$ cat config.mk
export PLATFORM = sky130hd
export DESIGN_NAME = param_alu
export DESIGN_NICKNAME = d
export VERILOG_FILES = /design/src/rtl/alu_pkg.sv /design/src/rtl/alu_seq_muldiv.sv /design/src/rtl/param_alu.sv
export SDC_FILE = /design/constraint.sdc
export NUM_CORES = 1
export LEC_CHECK = 0
export ABC_AREA = 1
export CORE_MARGIN = 5
export CORE_UTILIZATION = 45
export DETAILED_ROUTE_END_ITERATION = 7
export GPL_TIMING_DRIVEN = 0
export SYNTH_ARGS = -nofsm -noshare
export SYNTH_HDL_FRONTEND = slang
export SYNTH_SLANG_ARGS = --single-unit
$ cat constraint.sdc
create_clock -name clock -period 4.6 [get_ports clock]
set_input_delay 1.38 -clock clock [delete_from_list [all_inputs] [get_ports clock]]
set_output_delay 1.38 -clock clock [all_outputs]
set_load 0.01 [all_outputs]
$ cat src/rtl/alu_pkg.sv
// Shared opcode and FSM state types for the parameterised ALU.
// The divider datapath is compiled in only when ALU_DIV_EN is defined.
package alu_pkg;

    typedef enum logic [2:0] {
        OP_ADD = 3'b000,
        OP_SUB = 3'b001,
        OP_MUL = 3'b010,
        OP_DIV = 3'b011,
        OP_EQ  = 3'b100,
        OP_GT  = 3'b101,
        OP_LT  = 3'b110,
        OP_EZ  = 3'b111
    } alu_op_e;

    typedef enum logic [1:0] {
        ST_IDLE = 2'd0,
        ST_BUSY = 2'd1,
        ST_DONE = 2'd2
    } alu_state_e;

endpackage

$ cat src/rtl/alu_seq_muldiv.sv
// Iterative signed multiply (shift-add) and, with ALU_DIV_EN, restoring divide.
// Both work on magnitudes and fix the sign at the end; WIDTH iterations per operation.
module alu_seq_muldiv
    import alu_pkg::*;
#(
    parameter int WIDTH = 6
) (
    input  logic                    clock,
    input  logic                    reset,
    input  logic                    start,
    input  alu_op_e                 op,
    input  logic signed [WIDTH-1:0] a,
    input  logic signed [WIDTH-1:0] b,
    output logic                    done,
    output logic        [WIDTH-1:0] result,
    output logic                    ovf
);

    localparam int CW = $clog2(WIDTH + 1);

    logic                 busy;
    logic [CW-1:0]        cnt;
    logic                 neg_res;
    logic [2*WIDTH-1:0]   acc, acc_nxt;
    logic [2*WIDTH-1:0]   mcand, mcand_nxt;
    logic [WIDTH-1:0]     mplier, mplier_nxt;
    logic [WIDTH-1:0]     a_mag, b_mag;
    logic [2*WIDTH-1:0]   prod;
    logic                 go;

    assign a_mag = a[WIDTH-1] ? WIDTH'(-a) : a;
    assign b_mag = b[WIDTH-1] ? WIDTH'(-b) : b;

`ifdef ALU_DIV_EN
    logic             is_div;
    logic [WIDTH:0]   rem_shift;
    logic [WIDTH-1:0] quo;
    assign go = start && (op == OP_MUL || op == OP_DIV);
`else
    assign go = start && (op == OP_MUL);
`endif

    // The last iteration is taken straight from the step logic so the
    // owner can register the answer on the same edge it is produced.
    assign done = busy && (cnt == CW'(WIDTH - 1));

    always_comb begin
        acc_nxt    = acc;
        mcand_nxt  = mcand;
        mplier_nxt = mplier;
`ifdef ALU_DIV_EN
        rem_shift  = '0;
        if (is_div) begin
            // mplier holds the dividend shifting out and the quotient shifting in
            rem_shift = {acc[WIDTH-1:0], mplier[WIDTH-1]};
            if (rem_shift >= {1'b0, mcand[WIDTH-1:0]}) begin
                acc_nxt    = {{(WIDTH-1){1'b0}}, rem_shift - {1'b0, mcand[WIDTH-1:0]}};
                mplier_nxt = {mplier[WIDTH-2:0], 1'b1};
            end else begin
                acc_nxt    = {{(WIDTH-1){1'b0}}, rem_shift};
                mplier_nxt = {mplier[WIDTH-2:0], 1'b0};
            end
        end else
`endif
        begin
            if (mplier[0]) begin
                acc_nxt = acc + mcand;
            end
            mcand_nxt  = mcand << 1;
            mplier_nxt = mplier >> 1;
        end
    end

    assign prod = neg_res ? -acc_nxt : acc_nxt;

`ifdef ALU_DIV_EN
    assign quo    = neg_res ? -mplier_nxt : mplier_nxt;
    assign result = is_div ? quo : prod[WIDTH-1:0];
    // Only MIN / -1 yields a positive magnitude of 2^(WIDTH-1)
    assign ovf    = is_div ? (!neg_res && mplier_nxt[WIDTH-1])
                           : !((&prod[2*WIDTH-1:WIDTH-1]) || !(|prod[2*WIDTH-1:WIDTH-1]));
`else
    assign result = prod[WIDTH-1:0];
    assign ovf    = !((&prod[2*WIDTH-1:WIDTH-1]) || !(|prod[2*WIDTH-1:WIDTH-1]));
`endif

    always_ff @(posedge clock or negedge reset) begin
        if (!reset) begin
            busy    <= 1'b0;
            cnt     <= '0;
            neg_res <= 1'b0;
            acc     <= '0;
            mcand   <= '0;
            mplier  <= '0;
`ifdef ALU_DIV_EN
            is_div  <= 1'b0;
`endif
        end else if (go) begin
            busy    <= 1'b1;
            cnt     <= '0;
            neg_res <= a[WIDTH-1] ^ b[WIDTH-1];
            acc     <= '0;
            mcand   <= {{WIDTH{1'b0}}, b_mag};
            mplier  <= a_mag;
`ifdef ALU_DIV_EN
            is_div  <= (op == OP_DIV);
`endif
        end else if (busy) begin
            acc    <= acc_nxt;
            mcand  <= mcand_nxt;
            mplier <= mplier_nxt;
            cnt    <= cnt + CW'(1);
            if (done) begin
                busy <= 1'b0;
            end
        end
    end

endmodule

$ cat src/rtl/param_alu.sv
// Handshaked signed ALU: single-cycle add/sub/compare, iterative mul/div.
// Divide is available only when ALU_DIV_EN is defined; otherwise opcode DIV is illegal.
module param_alu
    import alu_pkg::*;
#(
    parameter int WIDTH  = 6,
    parameter bit MUL_EN = 1'b1
) (
    input  logic                    clock,
    input  logic                    reset,
    input  logic signed [WIDTH-1:0] a,
    input  logic signed [WIDTH-1:0] b,
    input  logic        [2:0]       op,
    input  logic                    in_valid,
    output logic                    in_ready,
    output logic                    out_valid,
    input  logic                    out_ready,
    output logic        [WIDTH-1:0] result,
    output logic                    ovf,
    output logic                    neg,
    output logic                    zero,
    output alu_state_e              dbg_state
);

    // Handshake: a request is taken on a rising edge with in_valid && in_ready
    // (IDLE only); a response leaves on a rising edge with out_valid && out_ready
    // (DONE only). One request is in flight at a time; result and flags hold in DONE.

    alu_state_e       state;
    alu_op_e          op_e;
    logic             accept;
    logic             is_seq;
    logic             load;
    logic [WIDTH-1:0] sum, diff;
    logic [WIDTH-1:0] sc_res, fin_res;
    logic             sc_ovf, fin_ovf;
    logic             seq_done, seq_ovf;
    logic [WIDTH-1:0] seq_res;

    assign op_e      = alu_op_e'(op);
    assign accept    = in_valid && in_ready;
    assign dbg_state = state;
    assign sum       = a + b;
    assign diff      = a - b;

    always_comb begin
        is_seq = 1'b0;
        if (op_e == OP_MUL && MUL_EN) begin
            is_seq = 1'b1;
        end
`ifdef ALU_DIV_EN
        if (op_e == OP_DIV && b != '0) begin
            is_seq = 1'b1;
        end
`endif
    end

    // Anything not decoded here (illegal MUL/DIV, divide by zero) reports 0 with ovf
    always_comb begin
        sc_res = '0;
        sc_ovf = 1'b1;
        case (op_e)
            OP_ADD: begin
                sc_res = sum;
                sc_ovf = (a[WIDTH-1] == b[WIDTH-1]) && (sum[WIDTH-1] != a[WIDTH-1]);
            end
            OP_SUB: begin
                sc_res = diff;
                sc_ovf = (a[WIDTH-1] != b[WIDTH-1]) && (diff[WIDTH-1] != a[WIDTH-1]);
            end
            OP_EQ: begin
                sc_res = {{(WIDTH-1){1'b0}}, a == b};
                sc_ovf = 1'b0;
            end
            OP_GT: begin
                sc_res = {{(WIDTH-1){1'b0}}, a > b};
                sc_ovf = 1'b0;
            end
            OP_LT: begin
                sc_res = {{(WIDTH-1){1'b0}}, a < b};
                sc_ovf = 1'b0;
            end
            OP_EZ: begin
                sc_res = {{(WIDTH-1){1'b0}}, a == '0};
                sc_ovf = 1'b0;
            end
            default: begin
                sc_res = '0;
                sc_ovf = 1'b1;
            end
        endcase
    end

    assign load    = (state == ST_IDLE && accept && !is_seq) || (state == ST_BUSY && seq_done);
    assign fin_res = (state == ST_BUSY) ? seq_res : sc_res;
    assign fin_ovf = (state == ST_BUSY) ? seq_ovf : sc_ovf;

    alu_seq_muldiv #(.WIDTH(WIDTH)) u_seq (
        .clock  (clock),
        .reset  (reset),
        .start  (state == ST_IDLE && accept && is_seq),
        .op     (op_e),
        .a      (a),
        .b      (b),
        .done   (seq_done),
        .result (seq_res),
        .ovf    (seq_ovf)
    );

    always_ff @(posedge clock or negedge reset) begin
        if (!reset) begin
            state     <= ST_IDLE;
            in_ready  <= 1'b1;
            out_valid <= 1'b0;
            result    <= '0;
            ovf       <= 1'b0;
            neg       <= 1'b0;
            zero      <= 1'b0;
        end else begin
            if (load) begin
                result <= fin_res;
                ovf    <= fin_ovf;
                neg    <= fin_res[WIDTH-1];
                zero   <= (fin_res == '0);
            end
            case (state)
                ST_IDLE: begin
                    if (accept) begin
                        in_ready <= 1'b0;
                        if (is_seq) begin
                            state <= ST_BUSY;
                        end else begin
                            state     <= ST_DONE;
                            out_valid <= 1'b1;
                        end
                    end
                end
                ST_BUSY: begin
                    if (seq_done) begin
                        state     <= ST_DONE;
                        out_valid <= 1'b1;
                    end
                end
                ST_DONE: begin
                    if (out_ready) begin
                        state     <= ST_IDLE;
                        out_valid <= 1'b0;
                        in_ready  <= 1'b1;
                    end
                end
                default: begin
                    state     <= ST_IDLE;
                    out_valid <= 1'b0;
                    in_ready  <= 1'b1;
                end
            endcase
        end
    end

endmodule

==> results of run 1 <==
-- per-stage QoR --
| stage | total power [W] | std cells |
|---|---|---|
| finish | 0.00263 | 716 |
| detailed placement | 0.00236 | 708 |
| floorplan | 0.00189 | 571 |
| global placement | 0.00233 | 707 |
| global route | 0.00293 | 716 |
| CTS | 0.00264 | 716 |
-- worst min-delay path, stage by stage, from the launching register on --
cell and delay (ns):
dfrtp_1 0.35, nand2_1 0.05, nand2_1 0.06
-- path summary, 6_finish.rpt --
check | slack, ns | startpoint | end | depth (start not counted)
max reg2reg | 1.75 | u_seq.acc[0] | ovf | 20
min reg2reg | 0.50 | out_valid | out_valid | 2
min | 0.50 | out_valid | out_valid | 2
max | 0.89 | op[2] | u_seq.acc[0] | 8
max in group asynchronous | 3.01 | reset | u_seq.mcand[3] | 2
min in group asynchronous | 1.06 | reset | result[2] | 1
-- power by group --
part / switching [W] / internal [W] / total (W)
clock network: 0.000143 / 0.000123 / 0.000266
logic: 0.00105 / 0.000608 / 0.00166
registers: 0.000123 / 0.000582 / 0.000705
total: 0.00131 / 0.00131 / 0.00263
-- kinds of logic (layout without fill, tap and decap cells) --
| family | count (synthesis) | in the layout |
|---|---|---|
| adder cells (fa/ha/maj) | 30 | 30 |
| AO/OA/AOI/OAI | 91 | 91 |
| flip-flops | 47 | 47 |
| buffers and inverters | 105 | 145 |
| AND/OR/NAND/NOR | 288 | 288 |
| XOR/XNOR | 10 | 10 |
-- Yosys cell counts, types with 2 or more instances --
cell type,number,area (sq um)
a21oi_1,21,105
a31oi_1,4,25.0
buf_2,5,25.0
buf_4,2,15.0
clkbuf_1,4,15.0
dfrtp_1,46,1150
fa_1,3,60.1
ha_1,27,338
inv_1,85,319
inv_2,7,26.3
nand2_1,168,631
nand2_2,3,18.8
nand2_4,2,22.5
nand3_1,43,215
nand3_2,4,40.0
nand4_1,9,56.3
nor2_1,42,158
nor2_2,3,18.8
nor2_4,2,22.5
nor3_1,7,35.0
o211ai_1,5,37.5
o21ai_0,30,150
o221ai_1,6,52.6
o22ai_1,15,93.8
or2_2,2,12.5
xor2_1,9,78.8
-- routing by layer --
metal,global-route usage [%],vias up
li1,-,1939
met1,30.7,1679
met2,33.0,67
met3,2.57,9
met4,5.38,0
met5,0,-
-- layout make-up --
| cell class | instances | area [sq um] |
|---|---|---|
| clock buffers | 7 | 86.3 |
| repair buffers | 32 | 325 |
| multi-input cells | 419 | 2290 |
| inverters | 93 | 349 |
| flip-flops and latches | 47 | 1180 |
| plain buffers | 12 | 66.3 |
| clock inverters | 1 | 8.76 |
| well taps | 105 | 131 |
| fillers | 834 | 3870 |
-- registers in the layout (all words and copies together) (netlist names) --
signal,flops
u_seq.neg_res,1
dbg_state,2
zero,1
u_seq.mcand,12
in_ready,1
u_seq.cnt,3
u_seq.busy,1
u_seq.mplier,6
out_valid,1
result,6
ovf,1
u_seq.acc,12
==> results.yml, run 1 <==
outcome:
  status: "finished clean"
yosys:
  synth.area.mux_share_pct: 0
  synth_cell_types: 43
  yosys.area_share.simple_pct: 32.2
  synth.avg_cell_area_sq_um: 6.80
  synth_seq_area_share_pct: 30.3
  syn-num-nets: 620
  synth_edf_count: 0
  synthAdderAreaFrac_pct: 10.3
  synth-compound-area-share_pct: 14.2
  synth_cells: 571
  synth_area_sq_um: 3880
  yosys.area_share.xor_xnor_pct: 2.26
  synth_top_family_by_area: "simple AND/OR/NAND/NOR gates"
  synth-main-ff-cell: "dfrtp_1"
  synth-async-reset-ratio_pct: 100
  yosysWarnings: 0
  synth.ff_latch_count: 47
die:
  die_area_sq_um: 10600
  core_area_sq_um: 8300
  start_util_pct: 46.8
  die_y_um: 103
  rows: 33
  die_w_um: 103
  pin_count: 32
drt:
  vias: 3694
  wl_met2_mm: 4.53
  routedWlPerCell_um: 14.1
  ant_nets: 0
  wirelength_mm: 10.1
  routed-wl-met3_um: 287
  first_iter_violations: 192
  top_layer: "met4"
  drt_pass1_iterations: 5
  drc: 0
  wl_met1_mm: 5.16
  vias_per_cell: 5.16
grt:
  grt_max_degree: 27
  grt_usage_pct: 21.0
  gr-total-overflow: 0
  grt_pass1_wl_mm: 17.4
  grt_pass1_vias: 3633
  antenna_found_initial: 0
timing:
  setup_viol: 0
  timing.fmax_ghz: 0.270
  worst_pin_slew_ns: 0.709
  post-route-worst-setup-slack_ns: 0.894
  min_period_ns: 3.71
  rsz0062_at_grt: "no"
  period_share_pct: 80.6
  fin_tns_setup_ns: 0
  hold_viol: 0
  slew_viol_final: 0
  skew_ns: 0.00302
  max_slew_margin_pct: 52.6
  hold_slack_ns: 0.497
setup_path:
  start_kind: "input pin"
  arrival_ns: 3.88
  cp_num_buf_inv: 4
  critPathKind: "in -> reg"
  cpLargestDelayFamily: "buffers and inverters"
  cpPeakStageDelay_ns: 0.59
  cp.required_ns: 4.77
  crit_fanout: 10
  slowest_stage: "nor2_1"
  cp_cell_sequence: "clkdlybuf4s50_1 > inv_1 > nand4_1 > nor2_1 > nor2_1 > inv_1 > buf_2 > o22ai_1"
  crit_path_end_kind: "register"
clocking:
  clkLatencyLatePin_ns: 0.30
  cts.path.max_buffers: 2
  post_cts_resized: 0
  cts_tree: "done"
  holdBufCountCts: 0
  path_clk_slew_ns: 0.09
  h-tree-depth: 2
  root_buffer: "clkbuf_8"
  post-cts-setup-buffer-count: 0
  cts_buffers: 5
  clock_sinks: 47
power_and_ir_drop:
  p_leak_nw: 2.27
  ir_worst_vdd_v: 0.000348
  p_per_area_nw_per_um2: 593
place:
  placement.io_buffers: 31
  detailedPlacementHpwl_mm: 8.20
  placed_area_sq_um: 4340
  place_ws_ns: 0.532
  routabilityCongestion: 0.832
layout:
  layout_common_cells: "168 x nand2_1, 85 x inv_1, 46 x dfrtp_1"
  final_nets: 659
  final_core_util_pct: 53.4
  antennaDiodeCount: 0
  design_area_sq_um: 4430
  area_growth_pct: 14.2
  drive_gt1_share_pct: 7.36
  final_common_cell: "nand2_1"
hold_path:
  hold_class: "reg -> reg"
flow_run:
  cap_violations: 0
Note: power is estimated with default switching activity, not from simulation.
==> run 2: changes to the inputs <==
- clock period: 4.6 -> 3.5 ns (I/O delays scaled with it)
==> run 2 against run 1 <==
- hold slack barely moved
- via count down 1.0%
- sequential power grew 31%
- wire length is 0.31% higher
- clock-buffer cell count stayed put
- worst setup slack worse by 0.64 ns
- largest cell class unchanged
- largest power group unchanged
- sequential share of layout area down 0.067 points
- die area unchanged
- total power grew 32%
- critical path type unchanged
- critical path depth up 8
- first-iteration DRC count is 1.0% higher
==> results.yml, run 2 (synthesis gave the netlist of run 1 again) <==
drt:
  routedWlPerCell_um: 14.2
  vias_per_cell: 5.11
  ant_nets: 0
  wirelength_mm: 10.1
  drt_pass1_iterations: 4
  first_iter_violations: 194
  vias: 3656
  drc: 0
setup_path:
  r2r_slack_ns: 0.65
  start_kind: "input pin"
  slowest_stage: "clkdlybuf4s50_1"
  critPathCapture: "zero"
  r2r-start: "u_seq.acc[0]"
  crit_top_cell: "nand2_1"
  cpLargestDelayFamily: "buffers and inverters"
  critPathLaunch: "a[0]"
  timing.rr.end: "ovf"
  cp.required_ns: 3.74
  cpPeakStageDelay_ns: 0.45
  crit_fanout: 3
  cp_cell_sequence: "clkdlybuf4s50_1 > inv_1 > ha_1 > inv_1 > fa_1 > nand2_1 > nand2_1 > a21oi_1 > o211ai_1 > nand2_1 > o21ai_0 > inv_1 > nand4_1 > nor3_1 > nand2_1 > nand2_1"
  reg2reg_depth: 20
  crit_path_end_kind: "register"
  critPathKind: "in -> reg"
  arrival_ns: 3.49
  cp_num_buf_inv: 4
  critical_path_depth: 16
grt:
  grtUsageMet3_pct: 2.57
  grt_busiest_layer: "met2"
  grt_max_degree: 27
  grt_pass1_vias: 3633
  gr-total-overflow: 0
  grt_usage_pct: 21.0
  use_met1_pct: 30.7
  use_met2_pct: 33.0
  antenna_found_initial: 0
  grt_pass1_wl_mm: 17.4
clocking:
  post_cts_resized: 0
  cts_buffers: 5
  clkLatencyLatePin_ns: 0.30
  clock_sinks: 47
  cts.path.max_buffers: 2
  holdBufCountCts: 0
  h-tree-depth: 2
  cts_tree: "done"
  post-cts-setup-buffer-count: 0
  root_buffer: "clkbuf_8"
  path_clk_slew_ns: 0.09
layout:
  drive_gt1_share_pct: 8.02
  final_nets: 659
  antennaDiodeCount: 0
  largestRegisters: "u_seq.acc (12), u_seq.mcand (12)"
  layout_common_cells: "168 x nand2_1, 84 x inv_1, 46 x dfrtp_1"
  final_common_cell: "nand2_1"
  area_growth_pct: 14.5
  final_core_util_pct: 53.6
timing:
  period_share_pct: 92.8
  skew_ns: 0.00360
  rsz0062_at_grt: "no"
  worst_pin_slew_ns: 0.673
  setup_viol: 0
  post-route-worst-setup-slack_ns: 0.252
  max_slew_margin_pct: 55.0
  hold_viol: 0
  timing.fmax_ghz: 0.308
  slew_viol_final: 0
  min_period_ns: 3.25
power_and_ir_drop:
  p_leak_nw: 2.27
  ir_worst_vdd_v: 0.000457
  p_per_area_nw_per_um2: 778
die:
  core_area_sq_um: 8300
  die_area_sq_um: 10600
  start_util_pct: 46.8
  die_y_um: 103
  die_w_um: 103
  pin_count: 32
  rows: 33
place:
  place_ws_ns: -0.238
  routabilityCongestion: 0.832
  placement.io_buffers: 31
  detailedPlacementHpwl_mm: 8.20
flow_run:
  cap_violations: 0
hold_path:
  hold_class: "reg -> reg"
  hold_start: "out_valid"
outcome:
  status: "finished clean"
## run 2: changes by cell type in the layout (fill, tap and decap cells not counted)
cell / before / now
nor2_2: 3 / 4
nor2_1: 42 / 41
inv_2: 7 / 8
a21oi_2: 1 / 2
o31ai_1: 1 / 0
o31ai_2: 0 / 1
o21ai_1: 1 / 2
o21ai_0: 30 / 29
inv_1: 85 / 84
a21oi_1: 21 / 20
## run 2: how the worst min path moves through the flow
| stage | endpoint | slack (ns) | cells after the start |
|---|---|---|---|
| finish | out_valid | 0.50 | 2 |
| global route | out_valid | 0.54 | 2 |
| CTS | u_seq.mplier[2] | 0.50 | 2 |
| detailed placement | u_seq.mplier[2] | 0.48 | 2 |
| global placement | zero | 0.46 | 2 |
| floorplan | u_seq.mplier[1] | 0.46 | 2 |
## run 2: worst register-to-register path, cell delays in order, from the launching register on
cell,delay [ns]
dfrtp_1,0.41
ha_1,0.23
fa_1,0.44
nand2_1,0.07
o21a_2,0.21
ha_1,0.18
inv_1,0.06
nor2_2,0.09
nand3_1,0.10
nor2_1,0.11
nand2_1,0.10
nor2_2,0.12
nand2_1,0.08
nand2_1,0.06
nand2_1,0.04
nand2_1,0.07
inv_1,0.04
nor2_1,0.11
nand3_2,0.09
nand3_2,0.07
a21oi_2,0.05
## run 2: final cells by class
cell class,instances,area (sq um)
buffer,12,66.3
clock buffer,7,86.3
clock inverter,1,8.76
fill,831,3850
inverter,93,349
multi-input combinational,419,2300
sequential,47,1180
tap,105,131
timing repair buffer,32,325
## run 2: per-layer routing
metal	up-vias	share of wire, %
li1	1941	-
met1	1662	52
met2	44	45
met3	9	1.9
met4	0	1.4
met5	-	0
## run 2: where the power goes
group          internal [W]  total, W  leakage [nW]  switching, W
registers          0.000765  0.000926         0.611      0.000161
logic              0.000800   0.00218          1.61       0.00138
clock network      0.000162  0.000352        0.0484      0.000189
total               0.00173   0.00346          2.27       0.00173
## run 2: per-stage QoR
step	setup TNS, ns	power (W)	hold slack [ns]	instances	instance area, sq um
global placement	-8.11	0.00306	0.465	707	4320
floorplan	0	0.00249	0.459	571	3880
finish	0	0.00346	0.497	716	4440
global route	0	0.00385	0.542	716	4440
CTS	0	0.00347	0.504	716	4430
detailed placement	-2.58	0.00310	0.476	708	4340
==> run 3: changes to the inputs <==
- CORE_MARGIN: 5 -> unset
==> run 3 against run 2 <==
- wire length up 0.19%
- fmax down 0.64%
- via count up 2.2%
- critical endpoint unchanged
- global-route usage rose by 4.0 points
- clock skew up 0.0033 ns
- first-iteration DRC count increased by 13%
- sequential share of layout area stayed put
==> results.yml, run 3 (synthesis gave the netlist of run 1 again) <==
drt:
  drc: 0
  routedWlPerCell_um: 14.2
  first_iter_violations: 219
  ant_nets: 0
  vias_per_cell: 5.22
  wirelength_mm: 10.2
  drt_pass1_iterations: 4
  vias: 3736
place:
  routabilityCongestion: 0.878
  detailedPlacementHpwl_mm: 8.20
  placement.io_buffers: 31
  place_ws_ns: -0.267
setup_path:
  arrival_ns: 3.52
  crit_path_end_kind: "register"
  r2r-start: "u_seq.mcand[0]"
  start_kind: "input pin"
  r2r_slack_ns: 0.64
  crit_fanout: 3
  cp.required_ns: 3.75
  critPathLaunch: "a[0]"
  critPathKind: "in -> reg"
die:
  die_w_um: 94.9
  rows: 33
  die_y_um: 94.9
  core_area_sq_um: 8300
  die_area_sq_um: 9000
  pin_count: 32
  start_util_pct: 46.8
layout:
  fillers: 828
  seq_area_sq_um: 1180
  largestRegisters: "u_seq.acc (12), u_seq.mcand (12)"
  final_common_cell: "nand2_1"
  antennaDiodeCount: 0
  final_nets: 659
  layout_common_cells: "168 x nand2_1, 85 x inv_1, 46 x dfrtp_1"
  multiInputGateArea_sq_um: 2300
  drive_gt1_share_pct: 7.86
  area_growth_pct: 14.5
clocking:
  cts.path.max_buffers: 2
  cts_buffers: 5
  holdBufCountCts: 0
  path_clk_slew_ns: 0.09
  root_buffer: "clkbuf_8"
  cts_tree: "done"
  h-tree-depth: 2
  clock_sinks: 47
  clkLatencyLatePin_ns: 0.30
timing:
  rsz0062_at_grt: "no"
  hold_slack_ns: 0.491
  period_share_pct: 93.4
  slew_viol_final: 0
  timing.fmax_ghz: 0.306
  post-route-worst-setup-slack_ns: 0.231
  min_period_ns: 3.27
  setup_viol: 0
  skew_ns: 0.00686
  max_slew_margin_pct: 55.8
  hold_viol: 0
  worst_pin_slew_ns: 0.661
outcome:
  status: "finished clean"
hold_path:
  hold_class: "reg -> reg"
  hold_start: "zero"
grt:
  grt_usage_pct: 25.0
  grt_pass1_wl_mm: 17.3
  antenna_found_initial: 0
  grt_pass1_vias: 3516
  grt_max_degree: 25
  gr-total-overflow: 0
power_and_ir_drop:
  ir_worst_vdd_v: 0.000371
  p_leak_nw: 2.27
  p_per_area_nw_per_um2: 779
  total_power_w: 0.00346
flow_run:
  cap_violations: 0
## run 3: critical path: stages
cell and delay (ns):
clkdlybuf4s50_1 0.45, inv_1 0.17, ha_1 0.22, inv_1 0.07, fa_1 0.41, nand2_1 0.09, nand2_1 0.08, a21oi_1 0.19
o211ai_1 0.11, nand2_1 0.07, o21ai_0 0.07, inv_1 0.09, nand4_1 0.10, nor3_1 0.19, nand2_1 0.08, nand2_1 0.06
## run 3: path summary, 6_finish.rpt
kind | end | cells past startpoint
max | zero | 16
max reg2reg | ovf | 18
min in group asynchronous | result[2] | 1
max in group asynchronous | u_seq.acc[8] | 2
min reg2reg | zero | 2
min | zero | 2
## run 3: report_power, final
| part | internal, W | leakage, nW | total (W) | switching, W |
|---|---|---|---|---|
| Sequential | 0.000765 | 0.611 | 0.000925 | 0.000160 |
| Clock | 0.000162 | 0.0484 | 0.000353 | 0.000190 |
| Combinational | 0.000800 | 1.61 | 0.00218 | 0.00138 |
| Total | 0.00173 | 2.27 | 0.00346 | 0.00173 |
## run 3: stage by stage
stage,instance area [sq um],utilization [%],TNS (ns),cells
final,4440,53.6,0,716
after global routing,4440,53.6,0,716
after CTS,4430,53.4,0,716
after detailed placement,4340,52.3,-3.24,708
after global placement,4320,52.1,-6.38,707
after floorplan,3880,-,0,571
## run 3: per-layer routing
| layer | global-route usage, % | wire length [um] |
|---|---|---|
| met4 | 5.93 | 187 |
| met2 | 40.6 | 4570 |
| met5 | 0 | 0 |
| met3 | 2.09 | 303 |
| met1 | 35.7 | 5110 |
## run 3: layout make-up
class,instances,area share [%]
plain buffers,12,1.49
clock buffers,7,1.94
clock inverters,1,0.197
inverters,93,7.85
multi-input cells,419,51.7
flip-flops and latches,47,26.5
well taps,105,2.96
repair buffers,32,7.32
## run 3: timing repair
| action | in CTS | in global routing |
|---|---|---|
| buffers inserted | 0 | 0 |
| resized for setup | 0 | 4 |
| endpoints found under the setup margin | 0 | 13 |
